===== src/rtl/plic_core.sv =====
// plic_core: single-context platform-level interrupt controller feeding the
// core0 external-interrupt input.
//
// Each of the NSRC level-triggered sources runs through its own gateway
// (IDLE -> PEND -> FLIGHT -> IDLE). A priority arbiter picks the pending,
// enabled source with the highest priority above the threshold, with ties
// going to the lowest ID. The winner is registered every cycle as
// best_id/best_prio, and irq_ext is registered alongside it.
// Software claims and completes through a word-wide register port.
//
// Ports:
//   clk      system clock
//   rst      synchronous, active-high reset
//   irq_src  level requests; bit i-1 is source ID i
//   req      one-cycle access strobe
//   we       1 = write, 0 = read (qualified by req)
//   addr     byte address, bits [1:0] ignored
//   wdata    write data
//   rdata    read data, valid with ack, 0 otherwise
//   ack      access completion, one cycle after req
//   irq_ext  external interrupt to core0
//
// Register map (byte address):
//   0x000+4*i  priority[i], i = 1..NSRC
//   0x080      pending (RO)
//   0x100      enable
//   0x180      threshold
//   0x184      claim (read) / complete (write)

// Per-source gateway. Latches a level request and holds it until it is
// claimed. While the source is in flight, further requests are masked
// until software completes it.
module plic_gateway (
    input  logic clk,
    input  logic rst,
    input  logic src,
    input  logic claim,
    input  logic complete,
    output logic pend
);
    typedef enum logic [1:0] {IDLE, PEND, FLIGHT} gw_state_e;

    gw_state_e state, state_nxt;

    always_ff @(posedge clk) begin
        if (rst) state <= IDLE;
        else     state <= state_nxt;
    end

    always_comb begin
        state_nxt = state;
        case (state)
            IDLE:    if (src)      state_nxt = PEND;
            PEND:    if (claim)    state_nxt = FLIGHT;
            // The source level is ignored here. A still-high level
            // re-pends on the sample after completion.
            FLIGHT:  if (complete) state_nxt = IDLE;
            default:               state_nxt = IDLE;
        endcase
    end

    assign pend = (state == PEND);
endmodule

module plic_core #(
    parameter int NSRC   = 7,
    parameter int PRIO_W = 3
) (
    input  logic            clk,
    input  logic            rst,
    input  logic [NSRC-1:0] irq_src,
    input  logic            req,
    input  logic            we,
    input  logic [8:0]      addr,
    input  logic [31:0]     wdata,
    output logic [31:0]     rdata,
    output logic            ack,
    output logic            irq_ext
);
    // IDs fit in 5 bits for the whole legal NSRC range.
    localparam int ID_W = 5;

    // Word addresses (addr[8:2]).
    localparam logic [6:0] W_PEND  = 7'h20;
    localparam logic [6:0] W_EN    = 7'h40;
    localparam logic [6:0] W_THR   = 7'h60;
    localparam logic [6:0] W_CLAIM = 7'h61;

    logic [6:0]                word;
    logic                      rd_acc, wr_acc, claim_rd, cmpl_wr;

    logic [NSRC:1][PRIO_W-1:0] prio;
    logic [NSRC:1]             en;
    logic [PRIO_W-1:0]         thr;
    logic [NSRC:1]             pend, claim_hit, cmpl_hit;

    logic [ID_W-1:0]           best_id, nxt_id;
    logic [PRIO_W-1:0]         best_prio, nxt_prio;
    logic [31:0]               rd_val;

    assign word     = addr[8:2];
    assign rd_acc   = req && !we;
    assign wr_acc   = req && we;
    assign claim_rd = rd_acc && (word == W_CLAIM);
    assign cmpl_wr  = wr_acc && (word == W_CLAIM);

    // One gateway per source. A claim targets whichever ID is registered
    // in best_id this cycle, so a claim that returns 0 touches nothing.
    // A complete only matches an exact ID, so 0 and out-of-range IDs fall
    // through. A complete for a source that is not in flight is dropped
    // inside the gateway.
    for (genvar g = 1; g <= NSRC; g++) begin : g_gw
        assign claim_hit[g] = claim_rd && (best_id == ID_W'(g));
        assign cmpl_hit[g]  = cmpl_wr && (wdata[7:0] == 8'(g));

        plic_gateway u_gw (
            .clk      (clk),
            .rst      (rst),
            .src      (irq_src[g-1]),
            .claim    (claim_hit[g]),
            .complete (cmpl_hit[g]),
            .pend     (pend[g])
        );
    end

    // Ascending scan with a strict compare. Equal priorities therefore keep
    // the lower ID. Because prio > thr >= 0, a priority-0 source never wins.
    always_comb begin
        nxt_id   = '0;
        nxt_prio = '0;
        for (int i = 1; i <= NSRC; i++) begin
            if (pend[i] && en[i] && (prio[i] > thr) && (prio[i] > nxt_prio)) begin
                nxt_id   = ID_W'(i);
                nxt_prio = prio[i];
            end
        end
    end

    always_comb begin
        rd_val = '0;
        if (word == W_PEND)
            rd_val[NSRC:1] = pend;
        else if (word == W_EN)
            rd_val[NSRC:1] = en;
        else if (word == W_THR)
            rd_val[PRIO_W-1:0] = thr;
        else if (word == W_CLAIM)
            rd_val[ID_W-1:0] = best_id;
        else begin
            for (int i = 1; i <= NSRC; i++)
                if (word == 7'(i)) rd_val[PRIO_W-1:0] = prio[i];
        end
    end

    always_ff @(posedge clk) begin
        if (rst) begin
            prio      <= '0;
            en        <= '0;
            thr       <= '0;
            best_id   <= '0;
            best_prio <= '0;
            irq_ext   <= 1'b0;
            ack       <= 1'b0;
            rdata     <= '0;
        end else begin
            ack       <= req;
            rdata     <= rd_acc ? rd_val : '0;
            best_id   <= nxt_id;
            best_prio <= nxt_prio;
            irq_ext   <= (nxt_id != '0);
            if (wr_acc) begin
                for (int i = 1; i <= NSRC; i++)
                    if (word == 7'(i)) prio[i] <= wdata[PRIO_W-1:0];
                if (word == W_EN)  en  <= wdata[NSRC:1];
                if (word == W_THR) thr <= wdata[PRIO_W-1:0];
            end
        end
    end

    // Byte-lane bits, the upper write bits and the winner priority have no
    // consumer. The winner priority is kept registered for waveform
    // visibility.
    logic unused_bits;
    assign unused_bits = ^{addr[1:0], wdata[31:8], best_prio};
endmodule


===== config.mk =====
export PLATFORM = sky130hd
export DESIGN_NAME = plic_core
export DESIGN_NICKNAME = d
export VERILOG_FILES = /design/src/rtl/plic_core.sv
export SDC_FILE = /design/constraint.sdc
export NUM_CORES = 1
export LEC_CHECK = 0
export ABC_AREA = 0
export ABC_CLOCK_PERIOD_IN_PS = 26600
export CORE_MARGIN = 3
export CORE_UTILIZATION = 45
export DETAILED_ROUTE_END_ITERATION = 7
export GPL_TIMING_DRIVEN = 1
export PLACE_DENSITY = 0.72
export SLEW_MARGIN = 0
export SYNTH_ARGS = -nofsm -noshare
export SYNTH_HDL_FRONTEND = slang
export SYNTH_SLANG_ARGS = --single-unit

===== constraint.sdc =====
create_clock -name clk -period 26.6 [get_ports clk]
set_clock_uncertainty 0.2 [all_clocks]
set_input_delay 2.66 -clock clk [delete_from_list [all_inputs] [get_ports clk]]
set_output_delay 2.66 -clock clk [all_outputs]
set_load 0.02 [all_outputs]

==> impl_results.md, run 1 <==
- H-tree Lvls: 3
- # IOs: 86
- # diodes: 0
- Relative slew slack: 34.9%
- Fin. Hold Viols: 0
- Num CTS Buffers: 9
- WL final: about 11 mm
- Total Power: between 0.00015 and 0.0002 W
- Largest net degree at the start of global routing: 52
- GRT Util Overall: between 20% and 30%
- Row count: 33
- Global-route wire length before repair: ~17 mm
- Sequential-to-total area share from yosys stat: 29.1%
- Cell mode on critical path: ha_1
- Worst min path class: reg2reg
- Clock buffer depth: 2
- Drc violations: 0
- Post-synth EDFFs: 0
- Critical Path Max Stage Delay: around 460 ps
- Clock Latency Late Sink: 330 ps
- Worst setup EP type: register
- Worst EP required: between 20000 and 30000 ps
- Initial antenna violation count: 0
- Die Span Y: 100 um
- WS Path Type: reg2reg
- Post-synth top area share: approximately 29%
- Placed Cells: slightly above 600
- Ys flop type: dfxtp_1
- Crit-path slowest cell: o41a_1
- MaxCap Viol Count: 0
- Max Slew Vio Count: 0
- Via density: around 6
- Final hold slack: ~220 ps
- Tcrit/Tclk final: between 40% and 50%
- Post-Syn Area: 0.00399 mm2
- Initial DRC count: about 230
- CP Launch Type: register
- Setup violators final: 0
- PwrDens: roughly 42 mW/mm2
- Top post-synthesis cells by area: dfxtp_1, ha_1, a21oi_1
- Crit path arrival time: 10900 ps
- CORE AREA: 0.00842 mm2
- Post-DRT Antenna Nets: 0
- Syn-to-layout area delta: 13.2%
- Min Tclk post-route: 10890 ps
- Final-layout fill cell count: about 810
- Final TNS setup: 0 ps
- FF+latch count, synth: between 50 and 60
- DP Wirelength: just over 8 mm
- Remaining global-route overflow: 0
- Root Driver: clkbuf_8
- Status: finished clean
- Share of cells above drive strength 1: 5.67%
- Syn Area/Cell: 8.01 um2
- Fin cells: around 630
- Least-Margin Pin Slew: 975 ps
- Worst ir drop on vdd: 26.8 uV
- RSZ-0062 raised after global routing: false
- Starting Density: about 47%
- Final #Nets: between 600 and 700
- Vias in the first global route: between 3000 and 4000
- Postcts setup bufs: 0
- Mapped Cells: around 500
- WL/cell: ~17 um
- Reg clk slew, reported paths: 60 ps
- Yosys cell types: 58
- Async SR Flop Fraction: 0%
- Placer congestion estimate: around 0.87
- Die area: around 0.01 mm2
- Leakage: 1.73 nW
- Die Wd: around 100 um
- Synth warnings: 0
- Top cell type by total area after synthesis: dfxtp_1
- Cts hold-fix bufs: 0
- CTS tree: built
- Max Freq: ~0.09 GHz
- Clk sinks: 58
- Total number of vias: about 3700
- Drt first pass iters: 5
- Critical Path Fanout Max: 14
- Post-CTS Resized: 0
- IO buf count: 35
[cell usage in the layout (no fill, tap or decap), types with 5 or more instances in the layout]
| master | instances |
|---|---|
| nand3_1 | 39 |
| nor3_1 | 10 |
| nand3b_1 | 6 |
| clkbuf_8 | 13 |
| nor2_1 | 59 |
| o21ai_0 | 6 |
| and4_1 | 7 |
| a31oi_1 | 8 |
| o21a_1 | 5 |
| a21o_1 | 5 |
| clkdlybuf4s50_1 | 34 |
| a21oi_1 | 45 |
| a22oi_1 | 10 |
| dfxtp_1 | 58 |
| conb_1 | 24 |
| nor2b_1 | 16 |
| and3_1 | 7 |
| nand2_1 | 43 |
| nor4_1 | 8 |
| inv_1 | 16 |
| ha_1 | 37 |
| mux2i_1 | 18 |
[stage by stage]
stage          util [%]  instance area (um2)  setup slack [ps]
6_report           53.6                 4520             15710
3_3_place_gp       51.0                 4300             16040
3_5_place_dp       51.0                 4300             15850
2_1_floorplan         -                 4070             17830
5_1_grt            53.6                 4520             14940
4_1_cts            53.6                 4520             15810
[synth_stat cells (8+ instances only)]
cell / instances
a21oi_1: 45
a22oi_1: 10
a31oi_1: 8
buf_4: 24
clkbuf_1: 17
dfxtp_1: 58
ha_1: 37
inv_1: 16
mux2i_1: 18
nand2_1: 43
nand3_1: 39
nor2_1: 59
nor2b_1: 16
nor3_1: 10
nor4_1: 8
[per-layer routing]
layer / vias up / routed length (um) / share of wire, % / GRT usage (%)
met1: 1731 / 4870 / 45 / 29.7
met3: 21 / 799 / 7.4 / 4.66
met5: - / 0 / 0 / 0
li1: 1827 / - / - / -
met2: 141 / 4820 / 45 / 33.2
met4: 0 / 278 / 2.6 / 7.15
[report_power, final]
part	switching, W	internal, W
clock	0.0000319	0.0000536
combinational	0.0000104	0.00000554
sequential	0.000000898	0.0000878
total	0.0000432	0.000147
[cell families (layout without fill, tap and decap cells)]
group | after synthesis | count (layout) | share of synthesized area, %
other | 1 | 24 | 0.0940
adder cells (fa/ha/maj) | 37 | 37 | 11.6
flip-flops | 58 | 58 | 29.1
buffers and inverters | 59 | 67 | 7.81
multiplexers | 24 | 24 | 6.49
AND/OR/NAND/NOR | 210 | 210 | 26.4
AO/OA/AOI/OAI | 109 | 109 | 18.5
[critical path: cells and delay by family (launching register included)]
family | cells | cell delay [ps]
and+or+nand+nor | 18 | 3780
adders and majority gates | 7 | 2250
DFF | 1 | 330
AOI/OAI and AO/OA | 15 | 3660
buffers and inverters | 2 | 540
[worst paths after layout]
| path | startpoint | slack (ps) | cells past startpoint | end |
|---|---|---|---|---|
| max | thr[2] | 15710 | 42 | best_id[0] |
| min | g_gw[3].u_gw.state[1] | 220 | 1 | g_gw[3].u_gw.state[0] |
| max reg2reg | thr[2] | 15710 | 42 | best_id[0] |
| min reg2reg | g_gw[3].u_gw.state[1] | 220 | 1 | g_gw[3].u_gw.state[0] |
[layout make-up]
class	count	area [um2]	area share, %
sequential	58	1160	25.7
timing repair buffer	35	345	7.65
multi-input combinational	404	2600	57.6
tap	105	131	2.91
inverter	16	60.1	1.33
clock inverter	1	30.0	0.665
clock buffer	15	186	4.13
[registers in the layout, summed over array words and instances, names as in the netlist]
signal           count
ack                  1
g_gw.u_gw.state     14
thr                  3
en                   7
prio                21
best_id              3
irq_ext              1
rdata                8
Note: power is estimated with default switching activity, not from simulation.
==> run 2: changes to the inputs <==
--- a/config.mk
+++ b/config.mk
@@ -6,7 +6,7 @@
 export NUM_CORES = 1
 export LEC_CHECK = 0
 export ABC_AREA = 0
-export ABC_CLOCK_PERIOD_IN_PS = 26600
+export ABC_CLOCK_PERIOD_IN_PS = 10400
 export CORE_MARGIN = 3
 export CORE_UTILIZATION = 45
 export DETAILED_ROUTE_END_ITERATION = 7
==> constraint.sdc (replaced) <==
create_clock -name clk -period 10.4 [get_ports clk]
set_clock_uncertainty 0.2 [all_clocks]
set_input_delay 1.04 -clock clk [delete_from_list [all_inputs] [get_ports clk]]
set_output_delay 1.04 -clock clk [all_outputs]
set_load 0.02 [all_outputs]
==> run 2 against run 1 <==
Routed wire length about the same; non-clock buffer count up 5; design area up 0.36%; sequential share of layout area down 0.092 points; sequential cell count unchanged.
==> impl_results.md, run 2 (synthesis results as in run 1) <==
- Drt first pass iters: 5
- Critical Path Fanout Max: 7
- Total number of vias: approximately 3800
- Final instance area: around 0.0045 mm2
- Via density: roughly 6.0
- Die Span Y: around 100 um
- WS Path Type: reg2reg
- DP Wirelength: between 8 and 9 mm
- Final-layout fill cell count: between 800 and 900
- Largest net degree at the start of global routing: 52
- Root Driver: clkbuf_8
- Clock buffer depth: 2
- Clk sinks: 58
- H-tree Lvls: 3
- IO buf count: 35
- Vias in the first global route: 3426
- Postcts setup bufs: 0
- FF-to-FF path depth: 42
- Hold depth: 1
- Die area: roughly 0.01 mm2
- Status: finished clean
- Area post-placement: ~0.0043 mm2
- Cell mode on critical path: ha_1
- Starting Density: between 40% and 50%
- Setup violators final: 0
- Tcrit/Tclk final: a little over 90%
- Worst setup EP type: register
- MaxCap Viol Count: 0
- Drc violations: 0
- Final TNS setup: 0 ps
- # diodes: 0
- Largest registers: prio x21, g_gw.u_gw.state x14, rdata x8
- Leakage: roughly 1.7 nW
- Worst ir drop on vdd: around 84 uV
- Relative slew slack: 35.4%
- Worst EP required: roughly 10000 ps
- Worst min path class: reg2reg
- R2R Setup Slk: 680 ps
- Row count: 33
- Initial DRC count: 242
- RSZ-0062 raised after global routing: false
- CTS tree: built
- # IOs: 86
- Die Wd: approximately 100 um
- Share of cells above drive strength 1: ~6.9%
- CP Launch Type: register
- GRT Util Overall: a little over a fifth
- PwrDens: 99.0 mW/mm2
- Critical Path Max Stage Delay: between 400 and 500 ps
- WL final: roughly 11 mm
- Reg with most FFs: prio
- Final #Nets: 618
- Buffer and inverter count on the worst path: 2
- Fin. Hold Viols: 0
- Post-DRT Antenna Nets: 0
- Clock Latency Late Sink: roughly 340 ps
- CP top delay family: simple AND/OR/NAND/NOR gates
- Global-route wire length before repair: ~17 mm
- Least-Margin Pin Slew: a little under 1000 ps
- Remaining global-route overflow: 0
- WL/cell: between 15 and 20 um
- Commonest cells after routing, fill and taps aside: nor2_1, dfxtp_1, a21oi_1
- Crit path arrival time: 9680 ps
- Num CTS Buffers: 9
- Max reg flops: 21
- Stages on the worst setup path: 42
- Placer congestion estimate: 0.864
- Syn-to-layout area delta: 13.6%
- Reg clk slew, reported paths: approximately 60 ps
- Crit-path slowest cell: or3b_4
- CORE AREA: between 0.008 and 0.009 mm2
- Initial antenna violation count: 0
- Max Slew Vio Count: 0
- Max Freq: 0.103 GHz
- Commonest non-fill, non-tap cell in the layout: nor2_1
- Min Tclk post-route: just under 10000 ps
run 2: worst reg2reg max path: cells and delay by family (launching register included):
| kind | cells | cell delay (ps) |
|---|---|---|
| fa+ha+maj | 7 | 2210 |
| simple gates | 18 | 3280 |
| buf+inv | 2 | 370 |
| flops | 1 | 400 |
| compound gates | 15 | 3080 |
run 2: power by group:
| group | switching (W) | internal (W) |
|---|---|---|
| combinational | 0.0000262 | 0.0000142 |
| sequential | 0.00000219 | 0.000225 |
| clock | 0.0000840 | 0.0000978 |
run 2: routing by layer:
layer	up-vias	GRT usage [%]	part of all wire, %
met5	-	0	0
met4	0	6.01	2.0
met3	20	3.54	7.3
met2	158	35.3	46
met1	1788	29.5	44
li1	1835	-	-
run 2: per-stage QoR:
step | worst slack (ps) | hold slack (ps) | std cells | total power, W | util [%]
after floorplan | 1630 | 199 | 521 | 0.000262 | -
after global placement | 740 | 208 | 623 | 0.000271 | 51.5
after detailed placement | 571 | 210 | 623 | 0.000271 | 51.5
after CTS | 564 | 219 | 638 | 0.000449 | 53.5
after global routing | 7.52 | 242 | 638 | 0.000462 | 53.8
final | 679 | 217 | 638 | 0.000449 | 53.8
run 2: path summary, 6_finish.rpt:
path / startpoint / to
worst max-delay path: thr[2] / irq_ext
worst min-delay path: g_gw[3].u_gw.state[1] / g_gw[3].u_gw.state[0]
worst max register to register: thr[2] / irq_ext
worst min register to register: g_gw[3].u_gw.state[1] / g_gw[3].u_gw.state[0]
run 2: cell type report:
| type | count | area (um2) | area share (%) |
|---|---|---|---|
| Tap cell | 105 | 131 | 2.90 |
| Clock buffer | 13 | 159 | 3.51 |
| Multi-Input combinational cell | 404 | 2620 | 57.8 |
| Clock inverter | 2 | 12.5 | 0.276 |
| Sequential cell | 58 | 1160 | 25.6 |
| Timing Repair Buffer | 40 | 383 | 8.45 |
| Inverter | 16 | 63.8 | 1.41 |
run 2: repair_timing:
item / 4_1_cts / 5_1_grt
hold endpoints to repair: 0 / 0
endpoints found under the setup margin: 0 / 4
hold buffers: 0 / 0
gates resized for setup: 0 / 4
==> run 3: changes to the inputs <==
--- a/config.mk
+++ b/config.mk
@@ -7,11 +7,12 @@
 export LEC_CHECK = 0
 export ABC_AREA = 0
 export ABC_CLOCK_PERIOD_IN_PS = 10400
+export CAP_MARGIN = 40
 export CORE_MARGIN = 3
-export CORE_UTILIZATION = 45
+export CORE_UTILIZATION = 40
 export DETAILED_ROUTE_END_ITERATION = 7
 export GPL_TIMING_DRIVEN = 1
-export PLACE_DENSITY = 0.72
+export PLACE_DENSITY = 0.65
 export SLEW_MARGIN = 0
 export SYNTH_ARGS = -nofsm -noshare
 export SYNTH_HDL_FRONTEND = slang
==> run 3 against run 2 <==
Utilization shrank 4.9 points; global-route usage shrank 1.2 points; largest power group unchanged; worst hold slack better by 2.1 ps; count of clock-buffer cells in the layout unchanged; cell count increased by 4.4%; clock power rose by 18%.
==> impl_results.md, run 3 (synthesis results as in run 1) <==
- Status: finished clean
- Die Wd: 106 um
- Fin. Hold Viols: 0
- Syn-to-layout area delta: 16.1%
- DP Wirelength: ~8.5 mm
- Crit path arrival time: approximately 9900 ps
- Reg with most FFs: prio
- WL/cell: approximately 17 um
- Cts hold-fix bufs: 0
- Vias in the first global route: around 3600
- Root Driver: clkbuf_8
- Commonest cells after routing, fill and taps aside: nor2_1, dfxtp_1, a21oi_1
- Leakage: between 1.5 and 2 nW
- Remaining global-route overflow: 0
- Global-route wire length before repair: 18.3 mm
- Critical Path Max Stage Delay: ~430 ps
- Largest registers: prio x21, g_gw.u_gw.state x14, rdata x8
- Largest net degree at the start of global routing: 41
- Post-DRT Antenna Nets: 0
- MaxCap Viol Count: 0
- Final #Nets: between 600 and 700
- GRT Util Overall: roughly a fifth
- Worst setup EP type: register
- Placer congestion estimate: 0.852
- Tcrit/Tclk final: 94.6%
- Setup violators final: 0
- CP Launch Type: register
- Final Util: about half
- Total number of vias: around 3800
- Starting Density: a little over two fifths
- H-tree Lvls: 3
- PwrDens: between 100 and 150 mW/mm2
- # IOs: 86
- Final-layout fill cell count: between 900 and 1000
- Critical Path Fanout Max: 7
- Max Freq: 0.102 GHz
- Row count: 35
- Clk sinks: 58
- Clock Latency Late Sink: approximately 340 ps
- Die area: between 0.01 and 0.015 mm2
- Die Span Y: about 110 um
- CORE AREA: about 0.0095 mm2
- Max Slew Vio Count: 0
- Worst EP required: roughly 10000 ps
- IO buf count: 35
- Relative slew slack: about 47%
- Reg clk slew, reported paths: approximately 60 ps
- Num CTS Buffers: 9
- Final TNS setup: 0 ps
- RSZ-0062 raised after global routing: false
- Least-Margin Pin Slew: ~800 ps
- Max reg flops: 21
- Worst min path class: reg2reg
- Cell mode on critical path: ha_1
- CTS tree: built
- WL final: 11.1 mm
- Commonest non-fill, non-tap cell in the layout: nor2_1
- Final hold slack: ~220 ps
- Clock buffer depth: 2
- Share of cells above drive strength 1: about 7.6%
- Initial antenna violation count: 0
- # diodes: 0
- Initial DRC count: approximately 220
- Post-CTS Resized: 0
- Postcts setup bufs: 0
- Via density: 5.65
- Drt first pass iters: 5
- WS Path Type: reg2reg
- Min Tclk post-route: 9830 ps
- Drc violations: 0
- Worst ir drop on vdd: 68.5 uV
- Crit-path slowest cell: or3b_4
## run 3: layer usage
metal	GRT usage [%]	part of all wire (%)	vias to the layer above
li1	-	-	1839
met1	27.5	44	1736
met2	31.6	45	162
met3	4.59	8.0	25
met4	7.96	3.1	0
met5	0	0	-
## run 3: area by class of cell
type                            count  area, um2  area share, %
Multi-Input combinational cell    404       2620           56.5
Sequential cell                    58       1160           25.1
Timing Repair Buffer               44        423           9.14
Clock buffer                       13        169           3.65
Tap cell                          129        161           3.49
Inverter                           16       63.8           1.38
Clock inverter                      2       35.0          0.757
## run 3: worst paths after layout
path / slack (ps) / cells past startpoint / startpoint / to
hold / removal: 220 / 1 / g_gw[3].u_gw.state[1] / g_gw[3].u_gw.state[0]
setup reg to reg: 570 / 42 / thr[2] / best_id[0]
setup / recovery: 570 / 42 / thr[2] / best_id[0]
hold reg to reg: 220 / 1 / g_gw[3].u_gw.state[1] / g_gw[3].u_gw.state[0]
## run 3: report_power, final
part,internal (W),leakage (nW),switching (W)
sequential,0.000224,0.470,0.00000227
clock,0.000129,0.106,0.0000851
combinational,0.0000149,1.20,0.0000267
total,0.000368,1.78,0.000114
## run 3: worst max-delay path: cells and delay by family, from the launching register on
kind / cells / cell delay (ps)
AO/OA/AOI/OAI: 14 / 3100
AND/OR/NAND/NOR: 19 / 3360
flip-flops: 1 / 400
buffers and inverters: 2 / 400
adder cells (fa/ha/maj): 7 / 2230
## run 3: stage by stage
step	std cells	setup WS (ps)	instance area [um2]	total power [W]
global route	666	31.8	4630	0.000501
floorplan	521	1630	4070	0.000262
global placement	648	726	4370	0.000271
finish	666	566	4630	0.000482
CTS	666	456	4610	0.000487
detailed placement	651	477	4410	0.000273
